===== config.mk =====
export PLATFORM = sky130hd
export DESIGN_NAME = seg7_scan_driver_flat
export DESIGN_NICKNAME = d
export VERILOG_FILES = /design/src/rtl/seg7_scan_driver_if.sv /design/src/rtl/seg7_scan_driver.sv /design/src/flat_wrapper.sv
export SDC_FILE = /design/constraint.sdc
export NUM_CORES = 1
export LEC_CHECK = 0
export BUFFER_PORTS_ARGS = -buffer_cell sky130_fd_sc_hd__buf_2
export CORE_MARGIN = 2
export CORE_UTILIZATION = 53
export CTS_CLUSTER_SIZE = 12
export DETAILED_ROUTE_END_ITERATION = 8
export PLACE_DENSITY = 0.74
export REMOVE_ABC_BUFFERS = 1
export SLEW_MARGIN = 15
export SYNTH_ARGS = -nofsm -noshare
export SYNTH_HDL_FRONTEND = slang
export SYNTH_SLANG_ARGS = --single-unit

===== constraint.sdc =====
create_clock -name clk -period 2.3 [get_ports clk]
set_input_delay 0.575 -clock clk [delete_from_list [all_inputs] [get_ports clk]]
set_output_delay 0.575 -clock clk [all_outputs]
set_load 0.01 [all_outputs]

===== src/rtl/seg7_scan_driver_if.sv =====
// Digit-frame and display-line bundle between the BCD source and seg7_scan_driver.
// master = frame source side, slave = scan driver side.
interface seg7_scan_driver_if;
    logic        load;
    logic [31:0] digits_in;
    logic [7:0]  dp_in;
    logic [7:0]  an;
    logic [7:0]  seg;
    logic        frame_done;

    modport master (
        output load, digits_in, dp_in,
        input  an, seg, frame_done
    );

    modport slave (
        input  load, digits_in, dp_in,
        output an, seg, frame_done
    );
endinterface


===== src/rtl/seg7_scan_driver.sv =====
// Time-multiplexed 8-digit common-anode 7-segment driver with tear-free frame commit.
// Optional leading-zero blanking is enabled by defining SEG7_LEADING_ZERO_BLANK_EN.
module seg7_scan_driver #(
    parameter int unsigned SCAN_DIV = 100000
) (
    input logic              clk,
    input logic              rst,
    seg7_scan_driver_if.slave bus
);
    localparam int unsigned CW = $clog2(SCAN_DIV + 1);

    logic [CW-1:0] div_cnt_q, div_cnt_d;
    logic [2:0]    scan_idx_q, scan_idx_d;
    logic [31:0]   pend_digits_q, pend_digits_d;
    logic [7:0]    pend_dp_q, pend_dp_d;
    logic          pend_valid_q, pend_valid_d;
    logic [31:0]   disp_digits_q, disp_digits_d;
    logic [7:0]    disp_dp_q, disp_dp_d;
    logic          wrap_q;
    logic [7:0]    an_q, an_d;
    logic [7:0]    seg_q, seg_d;
    logic          frame_done_q;
    logic          tick;
    logic          wrap;
    logic [3:0]    cur_digit;

    // Active-low {g,f,e,d,c,b,a}; illegal codes show a dash (only g lit).
    function automatic logic [6:0] decode(input logic [3:0] d);
        case (d)
            4'd0:    decode = 7'h40;
            4'd1:    decode = 7'h79;
            4'd2:    decode = 7'h24;
            4'd3:    decode = 7'h30;
            4'd4:    decode = 7'h19;
            4'd5:    decode = 7'h12;
            4'd6:    decode = 7'h02;
            4'd7:    decode = 7'h78;
            4'd8:    decode = 7'h00;
            4'd9:    decode = 7'h10;
            default: decode = 7'h3F;
        endcase
    endfunction

    always_comb begin
        tick          = (div_cnt_q == CW'(SCAN_DIV - 1));
        wrap          = tick && (scan_idx_q == 3'd7);
        div_cnt_d     = tick ? '0 : div_cnt_q + 1'b1;
        scan_idx_d    = tick ? scan_idx_q + 3'd1 : scan_idx_q;
        pend_digits_d = pend_digits_q;
        pend_dp_d     = pend_dp_q;
        pend_valid_d  = pend_valid_q;
        disp_digits_d = disp_digits_q;
        disp_dp_d     = disp_dp_q;
        if (wrap && bus.load) begin
            // Fresh data arriving on the wrap tick supersedes anything pending.
            disp_digits_d = bus.digits_in;
            disp_dp_d     = bus.dp_in;
            pend_valid_d  = 1'b0;
        end else if (bus.load) begin
            pend_digits_d = bus.digits_in;
            pend_dp_d     = bus.dp_in;
            pend_valid_d  = 1'b1;
        end else if (wrap && pend_valid_q) begin
            disp_digits_d = pend_digits_q;
            disp_dp_d     = pend_dp_q;
            pend_valid_d  = 1'b0;
        end
    end

    assign cur_digit = disp_digits_q[{scan_idx_q, 2'b00} +: 4];

`ifdef SEG7_LEADING_ZERO_BLANK_EN
    logic [7:0] blank;

    // A digit is blanked when it and every digit above it are zero; digit 0 always shows.
    always_comb begin
        logic run;
        blank = '0;
        run   = 1'b1;
        for (int i = 7; i >= 1; i--) begin
            run      = run & (disp_digits_q[4*i +: 4] == 4'd0);
            blank[i] = run;
        end
    end

    always_comb begin
        an_d  = ~(8'd1 << scan_idx_q);
        seg_d = blank[scan_idx_q] ? 8'hFF : {~disp_dp_q[scan_idx_q], decode(cur_digit)};
    end
`else
    always_comb begin
        an_d  = ~(8'd1 << scan_idx_q);
        seg_d = {~disp_dp_q[scan_idx_q], decode(cur_digit)};
    end
`endif

    always_ff @(posedge clk) begin
        if (rst) begin
            div_cnt_q     <= '0;
            scan_idx_q    <= 3'd0;
            pend_digits_q <= 32'd0;
            pend_dp_q     <= 8'd0;
            pend_valid_q  <= 1'b0;
            disp_digits_q <= 32'd0;
            disp_dp_q     <= 8'd0;
            wrap_q        <= 1'b0;
            an_q          <= 8'hFF;
            seg_q         <= 8'hFF;
            frame_done_q  <= 1'b0;
        end else begin
            div_cnt_q     <= div_cnt_d;
            scan_idx_q    <= scan_idx_d;
            pend_digits_q <= pend_digits_d;
            pend_dp_q     <= pend_dp_d;
            pend_valid_q  <= pend_valid_d;
            disp_digits_q <= disp_digits_d;
            disp_dp_q     <= disp_dp_d;
            // Delayed one stage so the pulse lines up with the new frame's digit 0 on an/seg.
            wrap_q        <= wrap;
            an_q          <= an_d;
            seg_q         <= seg_d;
            frame_done_q  <= wrap_q;
        end
    end

    assign bus.an         = an_q;
    assign bus.seg        = seg_q;
    assign bus.frame_done = frame_done_q;
endmodule


===== src/flat_wrapper.sv =====
// flat-port wrapper written by rule: the top's interface ports become plain ports
module seg7_scan_driver_flat 
#(
    parameter int unsigned SCAN_DIV = 100000
)
  (clk, rst, bus_load, bus_digits_in, bus_dp_in, bus_an, bus_seg, bus_frame_done);
  seg7_scan_driver_if bus_i ();
  input logic clk;
  input logic rst;
  input wire logic [$bits(bus_i.load)-1:0] bus_load;
  input wire logic [$bits(bus_i.digits_in)-1:0] bus_digits_in;
  input wire logic [$bits(bus_i.dp_in)-1:0] bus_dp_in;
  output wire logic [$bits(bus_i.an)-1:0] bus_an;
  output wire logic [$bits(bus_i.seg)-1:0] bus_seg;
  output wire logic [$bits(bus_i.frame_done)-1:0] bus_frame_done;
  assign bus_i.load = bus_load;
  assign bus_i.digits_in = bus_digits_in;
  assign bus_i.dp_in = bus_dp_in;
  assign bus_an = bus_i.an;
  assign bus_seg = bus_i.seg;
  assign bus_frame_done = bus_i.frame_done;
  seg7_scan_driver #(.SCAN_DIV(SCAN_DIV)) u_core (.clk(clk), .rst(rst), .bus(bus_i));
endmodule

==> metrics.cfg, run 1 <==
[outcome]
status = complete, but fails checks
failed_checks = setup timing

[setup_path]
cp_data_required_time_ns = 2.71
path_max_fanout = 20
cp-end-kind = register
arrival_ns = 2.91
worstSetupPathType = register to register
startpoint_type = register

[global_routing]
grt_max_degree = 88
overflow = 0
grt_pass1_vias = 4794
grt_first_pass_wirelength_mm = 22.8
grt_antenna_before_repair = 0
track_usage = 0.250

[job]
cap_violations = 0

[yosys]
synthFlopType = dfxtp_1
synthCells = 613
synth-edff-count = 0
async_flop_share = 0
seq_area_frac_synth = 0.420
postSynthAreaPerCell_um2 = 9.24
yosysUniqueCellTypes = 39
yosys_register_bits = 119
syn_area_um2 = 5670
yosys_warnings = 0

[layout]
final_common_cell = dfxtp_1
final_cells = 808
area.growth.synth_to_final_pct = 25.2
multi_input_area_um2 = 3290
seq_area_um2 = 2380
drive_gt1_frac = 0.268
nFillCells = 788
layout_common_cells = dfxtp_1 (117), nand2_1 (97), buf_2 (59)
antenna_cells = 0
fin_nets = 715
fin_util = 0.684
final_area_um2 = 7100

[sta]
setup_viol = 40
maxSlewViolCount = 0
max-slew-margin-rel = 0.496
setup_tns_ns = -4.88
fmax_mhz = 400
fin_crit_sh = 1.09
worst_pin_slew_ns = 0.756
setup_slack_ns = -0.201
holdWs_ns = 0.295
hold_viol_final = 0
rsz0062_at_grt = yes
fin_crit_ns = 2.50
fin_skew_ns = 0.0104

[detailed_routing]
wl_mm = 14.2
vias = 4919
drc = 0
dr.pass1.iters = 4
wl_per_cell_um = 17.6
drt-initial-drc-count = 257
vias_per_cell = 6.09
ant_nets = 0

[placed_design]
dpl-instance-area_um2 = 6190
dp_cells = 776
portBuffers = 59
routabilityCongestion = 0.791
dp_hpwl_mm = 8.41

[floorplanning]
coreArea_um2 = 10400
placementRows = 37
io_pins = 60
die_area_um2 = 11500
die_h_um = 107
fp.dieW_um = 107
start_util = 0.546

[clock_network]
clk_pin_slew_ns = 0.06
ctsRootBufferMaster = clkbuf_8
cts_buffers = 17
clockBufferDepth = 2
holdBufCountCts = 0
htree_levels = 4
clock-sinks = 119
cts_tree = done
clkLatencyLatePin_ns = 0.53

[pwr]
p_leak_nw = 2.89
powerDensity_nw_per_um2 = 715
ir_worst_vdd_mv = 0.407

[min_path]
min_path_type = input pin to register

## through the flow
stage	setup slack (ns)	total power, mW
floorplan	-5.68	2.36
global placement	-0.0871	2.48
detailed placement	-0.156	2.50
CTS	-0.134	5.09
global route	-0.247	5.25
finish	-0.201	5.08
## area by class of cell
| cell class | instances | area share |
|---|---|---|
| Multi-Input combinational cell | 419 | 0.464 |
| Sequential cell | 119 | 0.336 |
| Timing Repair Buffer | 93 | 0.0892 |
| Clock buffer | 21 | 0.0633 |
| Tap cell | 136 | 0.0240 |
| Clock inverter | 10 | 0.0180 |
| Inverter | 10 | 0.00547 |
## what timing repair did
| action | in CTS | in global routing |
|---|---|---|
| pin swaps | 0 | 0 |
| endpoints found under the setup margin | 40 | 57 |
| gates resized for setup | 22 | 49 |
| gates cloned | 1 | 0 |
| setup buffers | 0 | 0 |
## worst max-delay path, stage by stage (launching register included)
cell,delay (ns)
dfxtp_2,0.32
or4b_4,0.53
or4b_4,0.53
or3_4,0.43
buf_12,0.19
o41ai_2,0.38
## sequential cells by signal (all words and copies together), names as in the netlist, 3 cells and up
signal,cells
u_core.disp_dp_q,8
u_core.bus.an,8
u_core.div_cnt_q,17
u_core.pend_dp_q,8
u_core.pend_digits_q,32
u_core.disp_digits_q,32
u_core.scan_idx_q,3
u_core.bus.seg,8
## final timing paths
path | start | endpoint | slack (ns) | cells after the start
setup / recovery | u_core.div_cnt_q[13] | u_core.disp_digits_q[5] | -0.20 | 5
hold / removal | bus_digits_in[18] | u_core.pend_digits_q[18] | 0.30 | 3
setup reg to reg | u_core.div_cnt_q[13] | u_core.disp_digits_q[5] | -0.20 | 5
hold reg to reg | u_core.wrap_q | u_core.bus.frame_done | 0.44 | 1
## cell usage after synthesis, drive strengths merged (2+ instances only)
cell type / instances / area, um^2
dfxtp: 119 / 2380
nand2: 97 / 364
clkbuf: 53 / 200
mux2i: 46 / 460
nor2b: 41 / 257
a31oi: 40 / 250
o311ai: 40 / 350
o41ai: 40 / 350
nor2: 27 / 101
buf: 12 / 76.3
ha: 12 / 150
inv: 10 / 37.5
mux4: 10 / 225
xnor2: 10 / 87.6
o21ai: 9 / 45.0
nand3: 7 / 35.0
a21oi: 5 / 25.0
or3: 5 / 31.3
or4b: 4 / 40.0
mux2: 3 / 33.8
nor4: 3 / 18.8
a211oi: 2 / 15.0
a21boi: 2 / 15.0
a22oi: 2 / 15.0
a32oi: 2 / 17.5
and3: 2 / 12.5
nand4: 2 / 12.5
nor3: 2 / 10.0
or4: 2 / 15.0
xor2: 2 / 17.5
## cells by family after synthesis
family | after synthesis | share of synthesized area
AND/OR/NAND/NOR | 194 | 0.161
AO/OA/AOI/OAI | 142 | 0.191
flip-flops | 119 | 0.420
buffers and inverters | 75 | 0.0554
multiplexers | 59 | 0.127
XOR/XNOR | 12 | 0.0185
adder cells (fa/ha/maj) | 12 | 0.0265
## routing by layer
layer  up-vias  part of all wire  GRT usage
met1      2363              0.44      0.318
met5         -                 0          0
met2       160              0.49      0.410
li1       2371                 -          -
met3        25             0.051     0.0533
met4         0             0.019      0.109
## power by group
group          total (mW)  switching [mW]  internal (mW)
registers            2.15          0.0291           2.12
clock network        2.60           0.912           1.69
logic               0.330           0.200          0.130
No activity file was read; power rests on OpenSTA's default activity.
==> run 2, diff against run 1 <==
- ABC_AREA: default -> 1
- RECOVER_POWER: default -> 50
- SKIP_LAST_GASP: default -> 1
==> metrics.cfg, run 2 <==
[clock_network]
ctsRootBufferMaster = clkbuf_16
clockBufferDepth = 2  ; unchanged
holdBufCountCts = 0  ; unchanged
post_cts_buffers = 0  ; unchanged
clkLatencyLatePin_ns = 0.41  ; -0.12 ns
cts_tree = done
cts_resized = 0  ; -100%
clock-sinks = 119  ; unchanged
htree_levels = 4  ; unchanged
cts_buffers = 17  ; unchanged
clk_pin_slew_ns = 0.05  ; about the same

[sta]
fin_crit_sh = 0.903  ; -0.184
fin_skew_ns = 0.00821  ; -0.00222 ns
rsz0062_at_grt = no
setup_tns_ns = 0  ; +4.88 ns
fin_crit_ns = 2.08  ; -0.423 ns
setup_slack_ns = 0.222  ; +0.423 ns
fmax_mhz = 481  ; +20%
hold_viol_final = 0  ; unchanged
holdWs_ns = 0.404  ; +0.109 ns
worst_pin_slew_ns = 0.804  ; +0.0486 ns
setup_viol = 0  ; -100%
maxSlewViolCount = 0  ; unchanged
max-slew-margin-rel = 0.464  ; -0.0324

[pwr]
powerDensity_nw_per_um2 = 756  ; +5.6%
ir_worst_vdd_mv = 0.738  ; +81%
p_total_mw = 5.15  ; +1.5%
p_leak_nw = 3.24  ; +12%

[yosys]
yosys_warnings = 0  ; unchanged
async_flop_share = 0  ; unchanged
yosys_register_bits = 119  ; unchanged
syn_area_um2 = 5990  ; +5.6%
synthTopCellsByCount = nand2_1 (210), dfxtp_1 (119), inv_1 (109)
seq_area_frac_synth = 0.398  ; -0.0224
synthFlopType = dfxtp_1
postSynthAreaPerCell_um2 = 7.27  ; -21%
synthCells = 823  ; +34%
yosysTopAreaCellShare = 0.398  ; -0.0224
yosysUniqueCellTypes = 36  ; -7.7%
synth_area_leader_cell = dfxtp_1
synth-edff-count = 0  ; unchanged
synthTopCellsByArea = dfxtp_1 (40%), nand2_1 (13%), inv_1 (6.8%), a21oi_2 (5.9%), o21ai_0 (5.1%)
synth_most_common_cell = nand2_1

[setup_path]
arrival_ns = 2.36  ; -0.55 ns
r2r-end = u_core.disp_digits_q[6]
r2r-start = u_core.div_cnt_q[0]
cp-end-kind = register
worstSetupPathType = register to register
cp_data_required_time_ns = 2.58  ; -0.13 ns
critPathBufInv = 3  ; +2
crit_chain = ha_1 -> nand2_1 -> inv_1 -> nand2_1 -> nor2_1 -> nand4_4 -> inv_1 -> clkbuf_4 -> a21oi_2
path_max_fanout = 22  ; +10%
startpoint_type = register
cpMaxStageDelayCell = clkbuf_4
r2r_slack_ns = 0.22  ; +0.42 ns
reg2reg_depth = 9  ; +4
path_delay_family = simple AND/OR/NAND/NOR gates
slowest_delay_ns = 0.42  ; -0.11 ns

[detailed_routing]
wl_met3_um = 485  ; -34%
vias_per_cell = 4.79  ; -21%
drt-initial-drc-count = 261  ; +1.6%
vias = 4924  ; +0.10%
wl_met2_mm = 5.79  ; -17%
top_layer = met4
met1Wirelength_mm = 5.86  ; -6.2%
wl_mm = 12.3  ; -14%
wl_per_cell_um = 12.0  ; -32%
dr.pass1.iters = 4  ; unchanged
drc = 0  ; unchanged
ant_nets = 0  ; unchanged

[layout]
drive_gt1_frac = 0.227  ; -0.0404
layout_common_cells = nand2_1 (210), dfxtp_1 (119), inv_1 (111)
area.growth.synth_to_final_pct = 13.9
antenna_cells = 0  ; unchanged
final_area_um2 = 6820  ; -3.9%
fin_util = 0.623  ; -0.0609
final_common_cell = nand2_1
final_cells = 1028  ; +27%
fin_nets = 930  ; +30%
seq_area_um2 = 2380  ; -0.11%
reg_top3 = u_core.disp_digits_q (32), u_core.pend_digits_q (32), u_core.div_cnt_q (17)
nFillCells = 1033  ; +31%
multi_input_area_um2 = 2830  ; -14%

[min_path]
min_path_type = register to register
holdPathStages = 2  ; -1
holdPathEnd = u_core.bus.frame_done
min_from = u_core.wrap_q

[placed_design]
dp_cells = 996  ; +28%
dp_hpwl_mm = 7.99  ; -5.1%
portBuffers = 59  ; unchanged
dpl_worst_slack_ns = 0.324  ; +0.480 ns
routabilityCongestion = 0.889  ; +12%
dpl-instance-area_um2 = 6270  ; +1.3%

[floorplanning]
fp.dieW_um = 110  ; +2.7%
start_util = 0.547  ; +0.000916
placementRows = 38  ; +2.7%
coreArea_um2 = 10900  ; +5.5%
die_h_um = 110  ; +2.7%
io_pins = 60  ; unchanged
die_area_um2 = 12200  ; +5.4%

[outcome]
status = completed

[global_routing]
grt_max_degree = 52  ; -41%
overflow = 0  ; unchanged
grt_first_pass_wirelength_mm = 21.0  ; -7.9%
grt_antenna_before_repair = 0  ; unchanged
track_usage = 0.222  ; -0.0276
grt_pass1_vias = 4552  ; -5.0%

[job]
cap_violations = 0  ; unchanged

## run 2: changes by cell type after synthesis, moves of 41 or more
cell and change:
clkbuf_1 -42, inv_1 +100, mux2i_1 -46, nand2_1 +113, nor2b_1 -41, o21ai_0 +53, or2_2 +41
## run 2: worst register-to-register path: cells and delay by family, from the launching register on
family,cells,cell delay (ns)
flops,1,0.35
compound gates,1,0.12
buf+inv,3,0.62
fa+ha+maj,1,0.18
simple gates,4,0.69
## run 2: kinds of logic (layout without fill, tap and decap cells)
family | Yosys count | in the layout | synth area share
flops | 119 | 119 | 0.398
fa+ha+maj | 12 | 12 | 0.0251
xor+xnor | 6 | 6 | 0.00878
buf+inv | 158 | 223 | 0.128
simple gates | 384 | 384 | 0.290
compound gates | 144 | 144 | 0.150
## run 2: metal layers
layer  vias up  GRT usage
met4         0     0.0875
met5         -          0
met2        90      0.364
met1      2172      0.286
li1       2646          -
met3        16     0.0494
## run 2: worst max path at each step
stage                              start                  endpoint  slack, ns  cells past startpoint
global placement    u_core.scan_idx_q[0]         u_core.bus.seg[5]       0.39                     11
floorplan           u_core.scan_idx_q[0]   u_core.disp_digits_q[0]      -0.58                      5
global route         u_core.div_cnt_q[0]  u_core.disp_digits_q[25]       0.05                      9
finish               u_core.div_cnt_q[0]   u_core.disp_digits_q[6]       0.22                      9
CTS                 u_core.scan_idx_q[1]  u_core.pend_digits_q[22]       0.29                      7
detailed placement  u_core.scan_idx_q[1]  u_core.pend_digits_q[22]       0.32                      7
## run 2: layout make-up
type | count | share of cell area
sequential | 119 | 0.349
inverter | 117 | 0.0644
clock buffer | 24 | 0.0707
tap | 140 | 0.0257
multi-input combinational | 546 | 0.414
clock inverter | 8 | 0.0176
timing repair buffer | 74 | 0.0578
## run 2: where the power goes
part	internal [mW]	leakage (nW)	switching [mW]
registers	2.12	0.973	0.0287
clock network	1.78	0.290	0.909
logic	0.126	1.98	0.180
